===== src/rtl/fas_ctrl_pkg.sv =====
// Shared definitions for the bit-serial add/subtract controller.
//   state_t / IDLE, RUN, DONE : controller FSM encoding
//   OP_ADD / OP_SUB           : values of the captured operation select
package fas_ctrl_pkg;

    typedef logic [1:0] state_t;

    localparam state_t IDLE = 2'd0;
    localparam state_t RUN  = 2'd1;
    localparam state_t DONE = 2'd2;

    localparam logic OP_ADD = 1'b0;
    localparam logic OP_SUB = 1'b1;

endpackage


===== src/rtl/fas.sv =====
// One-bit full adder/subtractor cell.
//   a_i, b_i, cin_i : operand bits and incoming carry/borrow
//   a_ns_i          : 0 = a+b+cin, 1 = a-b-cin
//   s_o             : sum/difference bit
//   cout_o          : carry (add) or borrow (subtract)
module fas (
    input  logic a_i,
    input  logic b_i,
    input  logic cin_i,
    input  logic a_ns_i,
    output logic s_o,
    output logic cout_o
);

    logic a_x;

    // Borrow is the carry majority with A inverted.
    assign a_x    = a_i ^ a_ns_i;
    assign s_o    = a_i ^ b_i ^ cin_i;
    assign cout_o = (a_x & b_i) | (a_x & cin_i) | (b_i & cin_i);

endmodule


===== src/rtl/fas_serial_ctrl.sv =====
// Bit-serial add/subtract sequencer around a single fas cell, LSB first.
//   clk, rst_n         : clock and asynchronous active-low reset
//   start, op_sub      : request and operation (0 add, 1 subtract), sampled while ready
//   a_in, b_in         : operands captured with start
//   abort              : cancels a running operation, no done pulse
//   ready, busy, done  : handshake (done is a one-cycle pulse)
//   result, cout_flag, ovf : registered result, final carry/borrow, signed overflow
module fas_serial_ctrl
    import fas_ctrl_pkg::*;
#(
    parameter int unsigned WIDTH = 8
) (
    input  logic             clk,
    input  logic             rst_n,
    input  logic             start,
    input  logic             op_sub,
    input  logic [WIDTH-1:0] a_in,
    input  logic [WIDTH-1:0] b_in,
    input  logic             abort,
    output logic             ready,
    output logic             busy,
    output logic             done,
    output logic [WIDTH-1:0] result,
    output logic             cout_flag,
    output logic             ovf
);

    localparam int unsigned       CNT_W    = $clog2(WIDTH);
    localparam logic [CNT_W-1:0]  CNT_LAST = CNT_W'(WIDTH - 1);

    state_t             state_q, state_d;
    logic [WIDTH-1:0]   a_sh_q, a_sh_d;
    logic [WIDTH-1:0]   b_sh_q, b_sh_d;
    logic [CNT_W-1:0]   cnt_q, cnt_d;
    logic               carry_q, carry_d;
    logic               op_q, op_d;
    logic               a_msb_q, a_msb_d;
    logic               b_msb_q, b_msb_d;
    logic [WIDTH-1:0]   result_q, result_d;
    logic               cout_q, cout_d;
    logic               ovf_q, ovf_d;

    logic               cell_s;
    logic               cell_cout;
    logic               capture;
    logic               ovf_last;

    fas u_fas (
        .a_i    (a_sh_q[0]),
        .b_i    (b_sh_q[0]),
        .cin_i  (carry_q),
        .a_ns_i (op_q),
        .s_o    (cell_s),
        .cout_o (cell_cout)
    );

    assign ready     = (state_q == IDLE) || (state_q == DONE);
    assign busy      = (state_q == RUN);
    assign done      = (state_q == DONE);
    assign result    = result_q;
    assign cout_flag = cout_q;
    assign ovf       = ovf_q;

    assign capture = start && ready;

    // Overflow from the captured operand MSBs and the MSB produced on the last bit.
    always_comb begin
        ovf_last = 1'b0;
        unique case (op_q)
            OP_ADD: ovf_last = (a_msb_q == b_msb_q) && (cell_s != a_msb_q);
            OP_SUB: ovf_last = (a_msb_q != b_msb_q) && (cell_s != a_msb_q);
            default: ovf_last = 1'b0;
        endcase
    end

    always_comb begin
        state_d  = state_q;
        a_sh_d   = a_sh_q;
        b_sh_d   = b_sh_q;
        cnt_d    = cnt_q;
        carry_d  = carry_q;
        op_d     = op_q;
        a_msb_d  = a_msb_q;
        b_msb_d  = b_msb_q;
        result_d = result_q;
        cout_d   = cout_q;
        ovf_d    = ovf_q;

        case (state_q)
            RUN: begin
                if (abort) begin
                    state_d = IDLE;
                end else begin
                    // Sum bits enter A's MSB as A drains, so A holds the result after WIDTH shifts.
                    a_sh_d  = {cell_s, a_sh_q[WIDTH-1:1]};
                    b_sh_d  = {1'b0, b_sh_q[WIDTH-1:1]};
                    carry_d = cell_cout;
                    cnt_d   = cnt_q + CNT_W'(1);
                    if (cnt_q == CNT_LAST) begin
                        state_d  = DONE;
                        result_d = {cell_s, a_sh_q[WIDTH-1:1]};
                        cout_d   = cell_cout;
                        ovf_d    = ovf_last;
                    end
                end
            end
            DONE:    state_d = IDLE;
            IDLE:    state_d = IDLE;
            default: state_d = IDLE;
        endcase

        if (capture) begin
            state_d = RUN;
            a_sh_d  = a_in;
            b_sh_d  = b_in;
            op_d    = op_sub;
            a_msb_d = a_in[WIDTH-1];
            b_msb_d = b_in[WIDTH-1];
            carry_d = 1'b0;
            cnt_d   = '0;
        end
    end

    always_ff @(posedge clk or negedge rst_n) begin
        if (!rst_n) begin
            state_q  <= IDLE;
            a_sh_q   <= '0;
            b_sh_q   <= '0;
            cnt_q    <= '0;
            carry_q  <= 1'b0;
            op_q     <= 1'b0;
            a_msb_q  <= 1'b0;
            b_msb_q  <= 1'b0;
            result_q <= '0;
            cout_q   <= 1'b0;
            ovf_q    <= 1'b0;
        end else begin
            state_q  <= state_d;
            a_sh_q   <= a_sh_d;
            b_sh_q   <= b_sh_d;
            cnt_q    <= cnt_d;
            carry_q  <= carry_d;
            op_q     <= op_d;
            a_msb_q  <= a_msb_d;
            b_msb_q  <= b_msb_d;
            result_q <= result_d;
            cout_q   <= cout_d;
            ovf_q    <= ovf_d;
        end
    end

endmodule


===== config.mk =====
export PLATFORM = sky130hd
export DESIGN_NAME = fas_serial_ctrl
export DESIGN_NICKNAME = d
export VERILOG_FILES = /design/src/rtl/fas_ctrl_pkg.sv /design/src/rtl/fas.sv /design/src/rtl/fas_serial_ctrl.sv
export SDC_FILE = /design/constraint.sdc
export NUM_CORES = 1
export LEC_CHECK = 0
export BUFFER_PORTS_ARGS = -buffer_cell sky130_fd_sc_hd__buf_4
export CAP_MARGIN = 30
export CORE_MARGIN = 2
export CORE_UTILIZATION = 47
export CTS_CLUSTER_SIZE = 10
export DETAILED_ROUTE_END_ITERATION = 12
export PLACE_DENSITY_LB_ADDON = 0.08
export SLEW_MARGIN = 20
export SYNTH_ARGS = -nofsm -noshare
export SYNTH_HDL_FRONTEND = slang
export SYNTH_SLANG_ARGS = --single-unit

===== constraint.sdc =====
create_clock -name clk -period 1.7 [get_ports clk]
set_clock_uncertainty 0.1 [all_clocks]
set_input_delay 0.34 -clock clk [delete_from_list [all_inputs] [get_ports clk]]
set_output_delay 0.34 -clock clk [all_outputs]
set_load 0.005 [all_outputs]

Word-level counts from Yosys, hierarchy flattened:

Cells that the tools add are included.

* input port bits: 21
* flip-flop bits (word level): 35

* bitwise operators: 10
* add/subtract/negate cells: 1
* reduce and logical (&&, ||, !) cells: 8
* mux-type cells: 17
* equal/unequal tests: 8

Operator list (number)
* $mux W8: 6
* $mux W3: 3
* $mux W2: 4
* $ne A4 B2 Y1 const B: 1
* $add A3 B1 Y3 const B: 1
* $and A1 B1 Y1: 3
* $eq A3 B3 Y1 const B: 1
* $logic_and A1 B1 Y1: 3
* $mux W1: 3
* $reduce_and A3 Y1: 1
* $xor A1 B1 Y1: 3
* $eq A2 B1 Y1 const B: 1
* $eq A2 B2 Y1 const B: 1
* $logic_not A2 Y1: 1
* $ne A1 B1 Y1: 2
* $ne A2 B1 Y1 const B: 1
* $not A1 Y1: 2
* $or A1 B1 Y1: 2
* $pmux W1 S2: 1
* $reduce_and A2 Y1: 1
* $reduce_bool A2 Y1: 1
* $eq A1 B1 Y1: 1
* $logic_or A1 B1 Y1: 1

Longest topological paths before layout:

Gate-level depths: netlist of the first run.

* word-level depth: 7
* gate-level depth with buffers: 6
* mapped depth without buffers: 6

Modules after synthesis:

From an unflattened synthesis of the first run, not the netlist that was laid out.

* cell total of the unflattened synthesis: 136
* area total of the unflattened synthesis: 1595.3 sq um

Modules (own cells, without submodules)
* fas_serial_ctrl: seq. area each 875.8 sq um, area an instance 1557.7 sq um, cells an instance 132, times used 1
* fas: seq. area each 0.0 sq um, area an instance 37.5 sq um, cells an instance 4, times used 1

Worst setup path after synthesis of the first run:

Ideal clock, no wire load.

* kind: register to register
* start point: register cnt_q[0]
* end point: register result_q[0], in the netlist result[0]
* arrival: 1.406 ns
* setup time: 0.125 ns
* path buffers: 1
* required time: 1.475 ns
* stages on the path, launching flop included: 6
* setup slack: 0.069 ns
* path through: dfrtp_1 > ha_1 > ha_1 > nand4bb_1 > buf_2 > mux2_2

* longest elaborated chain between the ends: 2

RTL lines
* start: declaration: line fas_serial_ctrl.sv:34 `logic [CNT_W-1:0] cnt_q, cnt_d;`
* start signal: assignment: line fas_serial_ctrl.sv:141 `cnt_q <= cnt_d;`
* $eq A3 B3 Y1: line fas_serial_ctrl.sv:99 `if (cnt_q == CNT_LAST) begin`
* $reduce_and A3 Y1 (no source line)
* end signal: assignment: line fas_serial_ctrl.sv:146 `result_q <= result_d;`
* end: declaration: line fas_serial_ctrl.sv:39 `logic [WIDTH-1:0] result_q, result_d;`

No other way between the ends.
A chain may end at the register's enable or synchronous reset.

Worst setup path in the final report of the first run:

* start point: register cnt_q[0]
* end point: register ovf_q, in the netlist ovf

* longest elaborated chain between the ends: 2

RTL lines
* $eq A3 B3 Y1: line fas_serial_ctrl.sv:99
* $reduce_and A3 Y1 (no source line)
* end signal: assignment: line fas_serial_ctrl.sv:148 `ovf_q <= ovf_d;`
* end: declaration: line fas_serial_ctrl.sv:41 `logic ovf_q, ovf_d;`

No other way between the ends.

==> flow_summary.yaml, run 1 <==
detailed_routing:
  postRouteAntennaNets: 0
  drtIter0Drc: 39
  post-route-drc-count: 0
  viasPerCell: 5.10
  via_count: 1142
  wl_per_cell_um: 14.0
  first_pass_iters: 4
  wl_mm: 3.13
placed_design:
  place_congestion: 0.769
  placed_cells: 214
  place_hpwl_mm: 2.25
  dp_slack_ns: 0.0499
  placed_area_um2: 1860
  portBuffers: 33
power:
  total_power_mw: 2.04
  power_frac_comb: 0.244
  ir_drop_mv: 0.459
  p_leak_nw: 1.02
  p_switching_uw: 622
  pwr-share-seq: 0.553
  power.density_nw_per_um2: 1040
  clkPwrFrac: 0.203
  swShare: 0.304
  internal_power_mw: 1.42
sta:
  finalSetupTns_ns: 0
  whs_ns: 0.0960
  hold_viol: 0
  timing.final.crit_share: 0.941
  setup_viol: 0
  drv_slew: 0
  fin_crit_ns: 1.60
  setup_slack_ns: 0.100
  fmaxAchievable_mhz: 625
  maxSlewHeadroom: 0.710
  tightest_slew_ns: 0.435
global_routing:
  grt_pass1_vias: 1138
  grt_max_degree: 36
  grt_pass1_wl_mm: 5.26
  grt_overflow_total: 0
  grt_use_total: 0.200
  antenna_found_initial: 0
synthesis:
  synth_area_um2: 1520
  yosysSeqAreaShare: 0.577
  synth.area.top_cells: "dfrtp_1, a22oi_1, nand2_1"
  syn_inst: 136
  yosys_warnings: 0
  synth_area_per_cell_um2: 11.2
  yosysTopAreaCell: "dfrtp_1"
  syn_nets: 159
  yosysUniqueCellTypes: 24
  synth_seq_cells: 35
  synthDominantCellAreaShare: 0.577
floorplan:
  die_w_um: 60.8
  start_util: 0.497
  dieArea_um2: 3700
  core_area_um2: 3050
  die-height_um: 60.8
  num_io_pins: 34
  fp-row-count: 20
setup_path:
  start_kind: "register"
  crit_path_max_fanout: 5
  endpoint: "ovf"
  worstPathCellList: "ha_1 > ha_2 > nand4bb_4 > buf_4 > nor4_2 > a211o_1"
  crit_start: "cnt_q[0]"
  reg2reg_depth: 6
  cpMaxStageDelayCell: "dfrtp_1"
  arrival_ns: 1.77
  slowest_delay_ns: 0.38
  r2r-start: "cnt_q[0]"
  end_kind: "register"
  regToRegSetupSlack_ns: 0.10
  path_buf_inv: 1
  cp.depth: 6
  reg2reg_to: "ovf"
  required_ns: 1.87
  worst-setup-path-type: "register to register"
  path_delay_family: "simple AND/OR/NAND/NOR gates"
job:
  cap_viol_max_count: 0
final_layout:
  syn_to_final_growth_pct: 29.3
  postLayoutCoreUtil: 0.643
  final_cell_mix: "buf_4, dfrtp_1, nand2_1"
  drive_gt1_frac: 0.356
  fin_cells: 224
  final_area_um2: 1960
  layout_commonest_cell: "buf_4"
  layout.nets: 202
  antenna_cells: 0
clock_network:
  worstSkewPairLatency_ns: 0.33
  cts_max_path_buffers: 2
  root_buffer: "clkbuf_4"
  clock-sinks: 35
  numCtsBuffers: 5
  clk_pin_slew_worst_paths_ns: 0.10
  cts_max_level: 2
  cts_tree: "done"
run_status:
  status: "finished, final reports clean"
worst_hold_path:
  hp-class: "input pin to register"
==> cells by family after synthesis <==
kind of cell | share of synthesized area
adders and majority gates | 0.0231
xor gates and xnor gates | 0.0264
AOI/OAI and AO/OA | 0.103
muxes | 0.0594
DFF | 0.577
and+or+nand+nor | 0.182
buffers and inverters | 0.0289
==> worst min path at each step <==
stage / from / endpoint / slack, ns / depth (start not counted)
final: op_sub / op_q / 0.1 / 3
after global routing: op_sub / op_q / 0.07 / 3
after CTS: op_sub / op_q / 0.07 / 3
after floorplan: rst_n / a_msb_q / -0.06 / 0
after detailed placement: rst_n / a_sh_q[2] / 0.21 / 1
after global placement: rst_n / result[1] / 0.21 / 1
==> state kept, by name, summed over array words and instances (netlist names) <==
register,count
a_msb_q,1
a_sh_q,8
b_msb_q,1
b_sh_q,8
carry_q,1
cnt_q,3
cout_flag,1
op_q,1
ovf,1
result,8
state_q,2
==> worst min-delay path, stage by stage <==
cell and delay, ns:
buf_4 0.07, nand2_1 0.04, nand2_1 0.05
==> layer usage <==
| metal | GRT usage | up-vias | wire [um] |
|---|---|---|---|
| li1 | - | 566 | - |
| met1 | 0.278 | 548 | 1450 |
| met2 | 0.300 | 24 | 1520 |
| met3 | 0.0576 | 4 | 114 |
| met4 | 0.0745 | 0 | 36 |
| met5 | 0 | - | 0 |
==> cells in the mapped netlist, drive strengths merged <==
library cell	count
nand2	28
dfrtp	35
xor2	2
a22o	2
nand2b	1
buf	5
and4	1
o21ai	3
clkbuf	3
maj3	1
a22oi	14
xnor3	1
mux2	8
nor3b	1
or3b	1
nand3	17
nor4	1
a221o	1
a211o	1
nand4bb	1
nor2b	2
ha	2
nor2	3
inv	2
==> final cells by class <==
cell class / count / area, um^2
Multi-Input combinational cell: 91 / 623
Timing Repair Buffer: 44 / 349
Inverter: 2 / 7.51
Tap cell: 44 / 55.1
Sequential cell: 35 / 877
Fill cell: 257 / 1090
Clock buffer: 7 / 45.0
Clock inverter: 1 / 5.00
==> what timing repair did <==
| action | CTS | global route |
|---|---|---|
| gates resized for setup | 0 | 6 |
| endpoints found under the setup margin | 0 | 7 |
| hold buffers | 1 | 0 |
| buffers inserted | 0 | 1 |
| endpoints found under the hold margin | 35 | 0 |
==> power by group through the flow <==
stage          registers, mW  logic [mW]  clock network (mW)
2_1_floorplan           1.11       0.316                   0
3_3_place_gp            1.14       0.483                   0
3_5_place_dp            1.15       0.493                   0
4_1_cts                 1.13       0.497               0.437
5_1_grt                 1.16       0.568               0.470
6_report                1.13       0.499               0.415
Power figures use the tool's default switching activity.
==> inputs of run 2 (changes only) <==
- SETUP_SLACK_MARGIN: default -> 0.5
==> run 2 against run 1 <==
Via count increased by 23%. Critical path depth is the same. Cell area increased by 30%. Global-route usage is 4.9 points higher. First-iteration DRC count is 87% higher. Die area stayed put. Power grew 24%. Highest routed layer unchanged. Sequential share of layout area shrank 10 points. Cell count is 13% higher. Critical endpoint is now cnt_q[2].
==> flow_summary.yaml, run 2 (synthesis results as in run 1) <==
setup_path:
  end_kind: "register"
  crit_path_max_fanout: 6
  arrival_ns: 1.71
  worst-setup-path-type: "register to register"
  start_kind: "register"
  required_ns: 1.87
global_routing:
  grt_pass1_wl_mm: 6.56
  grt_overflow_total: 0
  grt_pass1_vias: 1423
  grt_max_degree: 36
  grt_use_total: 0.249
  antenna_found_initial: 0
sta:
  whs_ns: 0.0959
  timing.final.crit_share: 0.912
  hold_viol: 0
  fin_crit_ns: 1.55
  fmaxAchievable_mhz: 645
  tightest_slew_ns: 0.444
  drv_slew: 0
  rsz0062_at_grt: "true"
  finalSetupTns_ns: 0
  setup_viol: 0
  maxSlewHeadroom: 0.704
detailed_routing:
  wl_mm: 4.58
  postRouteAntennaNets: 0
  drtIter0Drc: 73
  post-route-drc-count: 0
  wl_per_cell_um: 18.2
  via_count: 1401
  viasPerCell: 5.56
  first_pass_iters: 4
clock_network:
  worstSkewPairLatency_ns: 0.34
  clk_pin_slew_worst_paths_ns: 0.10
  cts_max_level: 2
  clock-sinks: 35
  cts_tree: "done"
  cts_max_path_buffers: 2
  root_buffer: "clkbuf_4"
  numCtsBuffers: 5
placed_design:
  place_congestion: 0.799
  place_hpwl_mm: 2.34
  portBuffers: 33
floorplan:
  num_io_pins: 34
  dieArea_um2: 3700
  start_util: 0.497
  core_area_um2: 3050
  fp-row-count: 20
  die-height_um: 60.8
  die_w_um: 60.8
final_layout:
  antenna_cells: 0
  drive_gt1_frac: 0.668
  fillers: 169
  multiInputGateArea_um2: 898
  final_cell_mix: "buf_4, dfrtp_1, nand2_1"
  regArea_um2: 878
  layout.nets: 230
  syn_to_final_growth_pct: 68.5
  layout_commonest_cell: "buf_4"
power:
  p_switching_uw: 829
  clkPwrFrac: 0.200
  internal_power_mw: 1.71
  power_frac_comb: 0.328
  ir_drop_mv: 0.596
  p_leak_nw: 1.28
  pwr-share-seq: 0.471
  power.density_nw_per_um2: 993
  swShare: 0.327
run_status:
  status: "finished, final reports clean"
worst_hold_path:
  hp-class: "input pin to register"
job:
  cap_viol_max_count: 0
run 2: cell types whose count changed in the layout (fill, tap and decap cells not counted), moves of 8 or more:
cell / change
mux2_2: -8
nand3_2: +16
a22oi_2: +14
a22oi_1: -14
nand3_1: -16
buf_6: +22
mux2_4: +8
run 2: what timing repair did:
action	4_1_cts	5_1_grt
pin swaps	24	18
resized for setup	54	16
gates cloned	4	0
hold buffers	1	0
hold endpoints to repair	35	0
endpoints found under the setup margin	48	47
buffers inserted	19	7
run 2: worst paths after layout:
check | from | end | slack (ns) | cells after the start
worst max-delay path | state_q[1] | cnt_q[2] | 0.15 | 6
max in group asynchronous | rst_n | state_q[0] | 0.76 | 2
worst min register to register | b_msb_q | b_msb_q | 0.44 | 2
worst max register to register | state_q[1] | cnt_q[2] | 0.15 | 6
worst min-delay path | op_sub | op_q | 0.1 | 3
min in group asynchronous | rst_n | result[7] | 0.38 | 2
run 2: stage by stage:
stage	cells	total power, mW	instance area [um^2]	utilization	worst slack [ns]
after floorplan	136	1.51	1670	-	0.179
after global placement	213	1.69	1980	0.648	0.126
after detailed placement	213	1.72	1980	0.648	0.0780
after CTS	245	2.43	2430	0.796	0.175
after global routing	252	2.66	2560	0.838	0.0891
final	252	2.54	2560	0.838	0.150
run 2: power by group through the flow:
| stage | clock [mW] | combinational, mW | sequential, mW |
|---|---|---|---|
| finish | 0.509 | 0.833 | 1.20 |
| global route | 0.552 | 0.891 | 1.21 |
| CTS | 0.513 | 0.737 | 1.18 |
| detailed placement | 0 | 0.543 | 1.18 |
| global placement | 0 | 0.526 | 1.17 |
| floorplan | 0 | 0.377 | 1.14 |
run 2: final cells by class:
type,count,share of cell area
Multi-Input combinational cell,93,0.351
Sequential cell,35,0.343
Timing Repair Buffer,70,0.254
Inverter,2,0.00294
Clock buffer,8,0.0269
Tap cell,44,0.0215
run 2: metal layers:
metal / GRT usage / up-vias / wire, um
met5: 0 / - / 0
met4: 0.124 / 0 / 91
met3: 0.0554 / 12 / 183
met2: 0.429 / 44 / 2440
met1: 0.291 / 717 / 1860
li1: - / 628 / -
run 2: critical path, stage by stage (launching register included):
cell     delay, ns
dfrtp_2       0.48
buf_6         0.14
nor3b_4       0.30
buf_4         0.18
buf_6         0.12
nand2_1       0.06
nand2_1       0.07
